==> src/rtl/nand_if_ctrl_if.sv <==
`default_nettype none
// ============================================================================
// Module   : nand_if_ctrl_if
// Brief    : Request/response port and NAND pin bundle for nand_if_ctrl.
// Revision : 1.0 - initial release
// ============================================================================
interface nand_if_ctrl_if;
    logic       req_valid;
    logic       req_ready;
    logic       req_write;
    logic [1:0] req_addr;
    logic [7:0] req_wdata;
    logic       resp_valid;
    logic       resp_ready;
    logic [7:0] resp_rdata;
    logic       resp_write;
    logic       busy_o;
    logic       nand_cs_o;
    logic [1:0] nand_addr_o;
    logic [1:0] nand_wdata_o;
    logic [1:0] nand_rdata_i;

    // Requester and NAND-side environment
    modport master (
        output req_valid, req_write, req_addr, req_wdata, resp_ready, nand_rdata_i,
        input  req_ready, resp_valid, resp_rdata, resp_write, busy_o,
               nand_cs_o, nand_addr_o, nand_wdata_o
    );

    // Controller
    modport slave (
        input  req_valid, req_write, req_addr, req_wdata, resp_ready, nand_rdata_i,
        output req_ready, resp_valid, resp_rdata, resp_write, busy_o,
               nand_cs_o, nand_addr_o, nand_wdata_o
    );
endinterface
`default_nettype wire

==> src/rtl/nand_if_ctrl.sv <==
`default_nettype none
// ============================================================================
// Module   : nand_if_ctrl
// Brief    : Single-word NAND pin controller; 8-bit words as four 2-bit beats.
// Revision : 1.0 - initial release
// ============================================================================
module nand_if_ctrl #(
    parameter int SETUP_CYC = 2,
    parameter int BEAT_CYC  = 3,
    parameter int HOLD_CYC  = 1
) (
    input  logic          xtal_i,
    input  logic          reset_i,
    nand_if_ctrl_if.slave bus
);

    localparam logic [2:0] S_IDLE  = 3'd0;
    localparam logic [2:0] S_SETUP = 3'd1;
    localparam logic [2:0] S_XFER  = 3'd2;
    localparam logic [2:0] S_HOLD  = 3'd3;
    localparam logic [2:0] S_RESP  = 3'd4;

    localparam logic [3:0] c_SETUP_LD = 4'(SETUP_CYC - 1);
    localparam logic [3:0] c_BEAT_LD  = 4'(BEAT_CYC - 1);
    localparam logic [3:0] c_HOLD_LD  = 4'(HOLD_CYC - 1);

    generate
        if (SETUP_CYC < 1 || SETUP_CYC > 15 || BEAT_CYC < 1 || BEAT_CYC > 15 ||
            HOLD_CYC < 1 || HOLD_CYC > 15) begin : g_param_check
            $error("nand_if_ctrl: SETUP_CYC/BEAT_CYC/HOLD_CYC must be in 1..15");
        end
    endgenerate

    logic [2:0] r_state;
    logic [3:0] r_cnt;
    logic [1:0] r_beat;
    logic       r_write;
    logic [7:0] r_wdata;
    logic [7:0] r_rdata_acc;
    logic       r_req_ready;
    logic       r_resp_valid;
    logic [7:0] r_resp_rdata;
    logic       r_resp_write;
    logic       r_busy;
    logic       r_cs_n;
    logic [1:0] r_addr_pin;
    logic [1:0] r_wdata_pin;

    logic       w_req_hs;
    logic       w_cnt_done;
    logic [1:0] w_next_beat;
    logic [1:0] w_next_wbits;

    assign w_req_hs     = bus.req_valid & r_req_ready;
    assign w_cnt_done   = (r_cnt == 4'd0);
    assign w_next_beat  = r_beat + 2'd1;
    assign w_next_wbits = r_wdata[{w_next_beat, 1'b0} +: 2];

    // Pin outputs are loaded alongside the state change so they are valid
    // in the first cycle of the state they belong to.
    always_ff @(posedge xtal_i) begin
        if (reset_i) begin
            r_state      <= S_IDLE;
            r_cnt        <= 4'd0;
            r_beat       <= 2'd0;
            r_write      <= 1'b0;
            r_wdata      <= 8'h00;
            r_rdata_acc  <= 8'h00;
            r_req_ready  <= 1'b0;
            r_resp_valid <= 1'b0;
            r_resp_rdata <= 8'h00;
            r_resp_write <= 1'b0;
            r_busy       <= 1'b0;
            r_cs_n       <= 1'b1;
            r_addr_pin   <= 2'b00;
            r_wdata_pin  <= 2'b00;
        end else begin
            case (r_state)
                S_IDLE: begin
                    if (w_req_hs) begin
                        r_write     <= bus.req_write;
                        r_wdata     <= bus.req_wdata;
                        r_rdata_acc <= 8'h00;
                        r_state     <= S_SETUP;
                        r_cnt       <= c_SETUP_LD;
                        r_req_ready <= 1'b0;
                        r_busy      <= 1'b1;
                        r_cs_n      <= 1'b0;
                        r_addr_pin  <= bus.req_addr;
                    end else begin
                        r_req_ready <= 1'b1;
                    end
                end
                S_SETUP: begin
                    if (w_cnt_done) begin
                        r_state     <= S_XFER;
                        r_cnt       <= c_BEAT_LD;
                        r_beat      <= 2'd0;
                        r_wdata_pin <= r_write ? r_wdata[1:0] : 2'b00;
                    end else begin
                        r_cnt <= r_cnt - 4'd1;
                    end
                end
                S_XFER: begin
                    if (w_cnt_done) begin
                        // LSB-first beats shift in from the top
                        if (!r_write) begin
                            r_rdata_acc <= {bus.nand_rdata_i, r_rdata_acc[7:2]};
                        end
                        if (r_beat == 2'd3) begin
                            r_state <= S_HOLD;
                            r_cnt   <= c_HOLD_LD;
                        end else begin
                            r_beat      <= w_next_beat;
                            r_cnt       <= c_BEAT_LD;
                            r_wdata_pin <= r_write ? w_next_wbits : 2'b00;
                        end
                    end else begin
                        r_cnt <= r_cnt - 4'd1;
                    end
                end
                S_HOLD: begin
                    if (w_cnt_done) begin
                        r_state      <= S_RESP;
                        r_cs_n       <= 1'b1;
                        r_addr_pin   <= 2'b00;
                        r_wdata_pin  <= 2'b00;
                        r_resp_valid <= 1'b1;
                        r_resp_rdata <= r_write ? 8'h00 : r_rdata_acc;
                        r_resp_write <= r_write;
                    end else begin
                        r_cnt <= r_cnt - 4'd1;
                    end
                end
                S_RESP: begin
                    if (bus.resp_ready) begin
                        r_state      <= S_IDLE;
                        r_resp_valid <= 1'b0;
                        r_busy       <= 1'b0;
                        r_req_ready  <= 1'b1;
                    end
                end
                default: begin
                    r_state      <= S_IDLE;
                    r_resp_valid <= 1'b0;
                    r_busy       <= 1'b0;
                    r_req_ready  <= 1'b0;
                    r_cs_n       <= 1'b1;
                    r_addr_pin   <= 2'b00;
                    r_wdata_pin  <= 2'b00;
                end
            endcase
        end
    end

    assign bus.req_ready    = r_req_ready;
    assign bus.resp_valid   = r_resp_valid;
    assign bus.resp_rdata   = r_resp_rdata;
    assign bus.resp_write   = r_resp_write;
    assign bus.busy_o       = r_busy;
    assign bus.nand_cs_o    = r_cs_n;
    assign bus.nand_addr_o  = r_addr_pin;
    assign bus.nand_wdata_o = r_wdata_pin;

endmodule
`default_nettype wire
==> src/flat_wrapper.sv <==
// flat-port wrapper written by rule: the top's interface ports become plain ports
module nand_if_ctrl_flat 
#(
    parameter int SETUP_CYC = 2,
    parameter int BEAT_CYC  = 3,
    parameter int HOLD_CYC  = 1
)
  (xtal_i, reset_i, bus_req_valid, bus_req_write, bus_req_addr, bus_req_wdata, bus_resp_ready, bus_nand_rdata_i, bus_req_ready, bus_resp_valid, bus_resp_rdata, bus_resp_write, bus_busy_o, bus_nand_cs_o, bus_nand_addr_o, bus_nand_wdata_o);
  nand_if_ctrl_if bus_i ();
  input  logic xtal_i;
  input  logic reset_i;
  input wire logic [$bits(bus_i.req_valid)-1:0] bus_req_valid;
  input wire logic [$bits(bus_i.req_write)-1:0] bus_req_write;
  input wire logic [$bits(bus_i.req_addr)-1:0] bus_req_addr;
  input wire logic [$bits(bus_i.req_wdata)-1:0] bus_req_wdata;
  input wire logic [$bits(bus_i.resp_ready)-1:0] bus_resp_ready;
  input wire logic [$bits(bus_i.nand_rdata_i)-1:0] bus_nand_rdata_i;
  output wire logic [$bits(bus_i.req_ready)-1:0] bus_req_ready;
  output wire logic [$bits(bus_i.resp_valid)-1:0] bus_resp_valid;
  output wire logic [$bits(bus_i.resp_rdata)-1:0] bus_resp_rdata;
  output wire logic [$bits(bus_i.resp_write)-1:0] bus_resp_write;
  output wire logic [$bits(bus_i.busy_o)-1:0] bus_busy_o;
  output wire logic [$bits(bus_i.nand_cs_o)-1:0] bus_nand_cs_o;
  output wire logic [$bits(bus_i.nand_addr_o)-1:0] bus_nand_addr_o;
  output wire logic [$bits(bus_i.nand_wdata_o)-1:0] bus_nand_wdata_o;
  assign bus_i.req_valid = bus_req_valid;
  assign bus_i.req_write = bus_req_write;
  assign bus_i.req_addr = bus_req_addr;
  assign bus_i.req_wdata = bus_req_wdata;
  assign bus_i.resp_ready = bus_resp_ready;
  assign bus_i.nand_rdata_i = bus_nand_rdata_i;
  assign bus_req_ready = bus_i.req_ready;
  assign bus_resp_valid = bus_i.resp_valid;
  assign bus_resp_rdata = bus_i.resp_rdata;
  assign bus_resp_write = bus_i.resp_write;
  assign bus_busy_o = bus_i.busy_o;
  assign bus_nand_cs_o = bus_i.nand_cs_o;
  assign bus_nand_addr_o = bus_i.nand_addr_o;
  assign bus_nand_wdata_o = bus_i.nand_wdata_o;
  nand_if_ctrl #(.SETUP_CYC(SETUP_CYC), .BEAT_CYC(BEAT_CYC), .HOLD_CYC(HOLD_CYC)) u_core (.xtal_i(xtal_i), .reset_i(reset_i), .bus(bus_i));
endmodule
==> config.mk <==
export PLATFORM = sky130hd
export DESIGN_NAME = nand_if_ctrl_flat
export DESIGN_NICKNAME = d
export VERILOG_FILES = /design/src/rtl/nand_if_ctrl_if.sv /design/src/rtl/nand_if_ctrl.sv /design/src/flat_wrapper.sv
export SDC_FILE = /design/constraint.sdc
export NUM_CORES = 1
export LEC_CHECK = 0
export ABC_AREA = 1
export ABC_CLOCK_PERIOD_IN_PS = 1900
export CAP_MARGIN = 40
export CORE_MARGIN = 2
export CORE_UTILIZATION = 24
export CTS_CLUSTER_DIAMETER = 50
export CTS_CLUSTER_SIZE = 8
export DETAILED_ROUTE_END_ITERATION = 12
export PLACE_DENSITY = 0.43
export SYNTH_ARGS = -nofsm -noshare
export SYNTH_HDL_FRONTEND = slang
export SYNTH_SLANG_ARGS = --single-unit
==> constraint.sdc <==
create_clock -name xtal_i -period 1.9 [get_ports xtal_i]
set_input_delay 0.57 -clock xtal_i [delete_from_list [all_inputs] [get_ports xtal_i]]
set_output_delay 0.57 -clock xtal_i [all_outputs]
set_load 0.01 [all_outputs]
# == Yosys cells after proc, flatten, opt, wreduce, memory -nomap -nowiden ==
# Cells that the tools add are included.
# totals
word_cells,96
regBits,43
# op_classes
bitwise,5
addsub,2
shift,1
eq_ne,14
mux,40
reduce_logical,20
# ops
cell,count
two-way mux 8 bit,4
two-way mux 2 bit,10
two-way mux 3 bit,6
two-way mux 4 bit,4
case mux 4 bit (4 select lines),1
case mux 8 bit (2 select lines),1
case mux 3 bit (5 select lines),1
case mux 1 bit (3 select lines),4
AND reduction 3 bit,4
inequality test 2 x 1 -> 1 bit (second input constant),5
OR reduction 3 bit,3
inequality test 2 bit (second input constant),4
case mux 2 bit (4 select lines),1
AND reduction 4 bit,2
indexed part select 8 x 4 -> 2 bit,1
== test 3 x 2 -> 1 bit (second input constant),2
two-way mux 1 bit,6
case mux 2 bit (3 select lines),1
AND reduction 2 bit,3
AND reduction 6 bit,1
AND reduction 5 bit,1
zero test 4 bit,1
inverter 1 bit,4
case mux 2 bit (2 select lines),1
10 further kinds,11

# == Logic depth before layout (Yosys ltp) ==
# Gate-level depths: netlist of the first run.
# depth
word_depth,6
mapped_depth,10
mapped_depth_nobuf,10

# == Worst setup path after synthesis of the first run ==
# OpenSTA, ideal clock, no wires.
# synth_path
path_type,reg2reg
start,register u_core.r_cnt[0]
end,register u_core.r_rdata_acc[4]
path_slack_ns,0.541
setup_time_ns,0.132
required_ns,1.768
n_path_buf,0
path_stages_with_launch,10
arrival_ns,1.227
synth_period_minus_slack_ns,1.359
cell_sequence,dfxtp_1 inv_1 ha_1 nand2_1 nor2_1 nor2_1 nor2_2 nand2_2 nand2_1 a21oi_1
# synth_via
elab_chain_cells,3
# synth_rtl
element,line,text
start: declaration,nand_if_ctrl.sv:35,logic [3:0] r_cnt;
start signal: assignment,nand_if_ctrl.sv:85,r_cnt <= c_SETUP_LD;
start signal: assignment,nand_if_ctrl.sv:97,r_cnt <= c_BEAT_LD;
start signal: assignment,nand_if_ctrl.sv:101,r_cnt <= r_cnt - 4'd1;
zero test 4 bit,nand_if_ctrl.sv:55,assign w_cnt_done = (r_cnt == 4'd0);
inequality test 2 x 1 -> 1 bit (no line),n/a,
AND reduction 4 bit (no line),n/a,
end signal: assignment,nand_if_ctrl.sv:108,"r_rdata_acc <= {bus.nand_rdata_i, r_rdata_acc[7:2]};"
end: declaration,nand_if_ctrl.sv:39,logic [7:0] r_rdata_acc;
# No other way between the ends.
# A chain may end at the register's enable or synchronous reset.

# == Final worst setup path of the first run ==
# layout_path
start,register u_core.r_wdata_pin[1] (netlist: u_core.bus.nand_wdata_o[1])
end,output bus_nand_wdata_o[1]
# layout_lines
element,line,text
start: declaration,nand_if_ctrl.sv:47,logic [1:0] r_wdata_pin;
start signal: assignment,nand_if_ctrl.sv:99,r_wdata_pin <= r_write ? r_wdata[1:0] : 2'b00;
start signal: assignment,nand_if_ctrl.sv:116,r_wdata_pin <= r_write ? w_next_wbits : 2'b00;
end: declaration,flat_wrapper.sv:25,output wire logic [$bits(bus_i.nand_wdata_o)-1:0] bus_nand_wdata_o;
# No word-level cell between the ends.

==> results of run 1 <==
## cell type report
type	instances	area [sq um]	share of cell area
clock buffer	6	72.6	0.0281
clock inverter	2	12.5	0.00484
inverter	38	145	0.0561
multi-input combinational	220	996	0.385
sequential	43	861	0.333
tap	105	131	0.0508
timing repair buffer	38	368	0.142
## cells in the mapped netlist
| master | instances |
|---|---|
| nor3_1 | 2 |
| nand4_1 | 1 |
| xor2_1 | 1 |
| nand3_2 | 1 |
| nor2_2 | 5 |
| nor2_1 | 35 |
| dfxtp_1 | 43 |
| nand3b_1 | 1 |
| o21ai_0 | 13 |
| ha_1 | 2 |
| buf_6 | 1 |
| inv_2 | 5 |
| buf_2 | 3 |
| a21oi_1 | 31 |
| inv_1 | 32 |
| clkbuf_1 | 4 |
| nand2_1 | 101 |
| nor2_4 | 3 |
| inv_4 | 1 |
| o21ai_2 | 1 |
| o21ai_1 | 1 |
| nand3_1 | 17 |
| nand2_2 | 5 |
## where the power goes
group	internal, uW	leakage (uW)	switching, uW
Clock	258	0.0000412	340
Sequential	1060	0.000350	110
Combinational	480	0.000699	849
Total	1800	0.00109	1300
## state kept, by name, summed over array words and instances, names as in the netlist
register,flops
u_core.bus.nand_cs_o,1
u_core.r_beat,2
u_core.bus.nand_wdata_o,2
u_core.r_wdata,8
u_core.bus.resp_write,1
u_core.bus.nand_addr_o,2
u_core.bus.busy_o,1
u_core.bus.req_ready,1
u_core.bus.resp_valid,1
u_core.r_cnt,4
u_core.r_rdata_acc,8
u_core.r_state,3
u_core.bus.resp_rdata,8
u_core.r_write,1
## metal layers
layer | global-route usage | wire (microns)
met5 | 0 | 0
met4 | 0.0310 | 45
met3 | 0.0258 | 188
met2 | 0.187 | 2150
met1 | 0.166 | 2590
## cell families (layout without fill, tap and decap cells)
kind of cell / Yosys count / after routing / synth area share
buf+inv: 46 / 84 / 0.0914
flops: 43 / 43 / 0.422
simple gates: 171 / 171 / 0.356
xor+xnor: 1 / 1 / 0.00429
fa+ha+maj: 2 / 2 / 0.0123
compound gates: 46 / 46 / 0.115
## how the worst min path moves through the flow
stage                                            from                                 to  slack, ns
CTS                    u_core.r_wdata[6]$_SDFFE_PP0P_     u_core.r_wdata[6]$_SDFFE_PP0P_       0.46
detailed placement  u_core.bus.nand_cs_o$_SDFFE_PP1P_  u_core.bus.nand_cs_o$_SDFFE_PP1P_       0.45
global placement       u_core.r_wdata[7]$_SDFFE_PP0P_     u_core.r_wdata[7]$_SDFFE_PP0P_       0.44
floorplan              u_core.r_wdata[2]$_SDFFE_PP0P_     u_core.r_wdata[2]$_SDFFE_PP0P_       0.43
finish                 u_core.r_wdata[6]$_SDFFE_PP0P_     u_core.r_wdata[6]$_SDFFE_PP0P_       0.46
global route           u_core.r_wdata[3]$_SDFFE_PP0P_     u_core.r_wdata[3]$_SDFFE_PP0P_       0.47
## stage by stage
| stage | total power [uW] | instance area [sq um] | hold WS (ns) |
|---|---|---|---|
| global route | 3410 | 2590 | 0.473 |
| CTS | 3140 | 2580 | 0.463 |
| floorplan | 2170 | 2040 | 0.429 |
| finish | 3100 | 2590 | 0.458 |
| global placement | 2520 | 2500 | 0.443 |
| detailed placement | 2530 | 2500 | 0.446 |
## cell usage in the layout (no fill, tap or decap)
cell and n:
nand2_1 101, dfxtp_1 43, nor2_1 34, clkdlybuf4s50_1 33, inv_1 32, a21oi_1 31, nand3_1 17, o21ai_0 13
nor2_2 6, nand2_2 5, inv_2 5, clkbuf_8 5, buf_4 5, nor2_4 3, nor3_1 2, ha_1 2
inv_4 1, nand3_2 1, o21ai_1 1, nand3b_1 1, xor2_1 1, o21ai_2 1, nand4_1 1, clkinv_2 1
clkinvlp_4 1, clkbuf_1 1
==> qor.txt, run 1 <==
status - finished, final reports clean
RR Startpoint - u_core.r_cnt[0]$_SDFFE_PP0P_
H-tree levels - 2
Worst-Margin Slew - 0.383 ns
Worst R2R End - u_core.r_rdata_acc[0]$_SDFFE_PP0P_
Yosys cell types - 23
Final Core Density - 0.315
Worst setup SP type - flop
RSZ-0062 raised after global routing - false
max incr delay on CP - 0.55 ns
CTS tree - done
Core ar. - 8220 sq um
DR vias - 1927
Clock Tree Root - clkbuf_8
routed len/inst - 11.0 microns
crit end category - output pin
post-route ant nets - 0
Place WS - 0.00569 ns
Clock Latency Late Sink - 0.30 ns
CTS Hold Bufs - 0
ant diodes - 0
# DRC - 0
CP required - 1.33 ns
Mapped Cells - 309
largest net degree at the start of global routing - 29
DRT iter0 DRCs - 80
Yosys reg bits - 43
final setup vio count - 0
Layout Area Growth over Synthesis - 26.7%
post-synth top area share - 0.422
Max FO, Critical Path - 2
clk slew on worst S/H paths - 0.09 ns
CP Class - flop to output pin
share of cells above drive strength 1 - 0.0980
final hold viol count - 0
Synth Warn # - 0
die height - 96.2 microns
grt ovf - 0
Max-Cap Viols - 0
Pwr per Cell Area - 1200 nW/um^2
Final WS setup - 0.123 ns
drt total wl - 4.97 mm
initial antenna violation count - 0
clock skew - 0.00675 ns
gpl congestion - 0.775
Synth Area per Inst - 6.60 sq um
initial core utilization - 0.248
setup bufs post-CTS - 0
CP startpoint - u_core.bus.nand_wdata_o[1]$_SDFFE_PP0P_
Mapped Nets - 328
sequential element share of the synthesized area - 0.422
clk sinks - 43
worst hold path class - flop to flop
crit path capture - bus_nand_wdata_o[1]
hold path cells - 2
top post-synthesis cells by area - dfxtp_1 (42%), nand2_1 (19%), a21oi_1 (7.6%)
fillcell total - 924
Arrival @ worst endpoint - 1.21 ns
Leak Pwr - 0.00109 uW
VDD IR max - 296 uV
Die ar. - 9260 sq um
Max Clock Freq - 563 MHz
Vias/cell - 4.26
Cell Area, Synth - 2040 sq um
vias in the first global route - 1947
Slowest cell on crit path - clkdlybuf4s50_1
Crit path max-delay family - buffers and inverters
Synth area leader - dfxtp_1
# port buffers - 33
setup TNS - 0 ns
Final min period - 1.78 ns
first-pass GRT wire length - 8.69 mm
total CTS buffers - 5
Slew Limit Fails - 0
Final HPWL DP - 3.65 mm
Crit. path cell count - 1
GRT Resource Usage Total - 0.120
Worst Path Buf+Inv - 1
Inst Count DP - 444
final std cells w/o fill - 452
Longest Clk Path Bufs - 2
r2r setup slk - 0.33 ns
Die Span X - 96.2 microns
Row Count - 33
PostCTS Resize Cnt - 0
nets - 365
DRT Pass-1 Iters - 4
period utilization - 0.935
I/O pins - 34
crit path cell chain - clkdlybuf4s50_1
Reg2Reg Depth - 9
max_slew headroom - 0.742
(Power assumes the default switching activity.)
==> run 2, diff against run 1 <==
- TNS_END_PERCENT: unset -> 100
==> results of run 2 <==
Final layout, timing and power as in run 1 (identical DEF).
==> run 3, diff against run 2 <==
- CTS_CLUSTER_DIAMETER: 50 -> 150
==> results of run 3 <==
Final layout, timing and power as in run 1 (identical DEF).
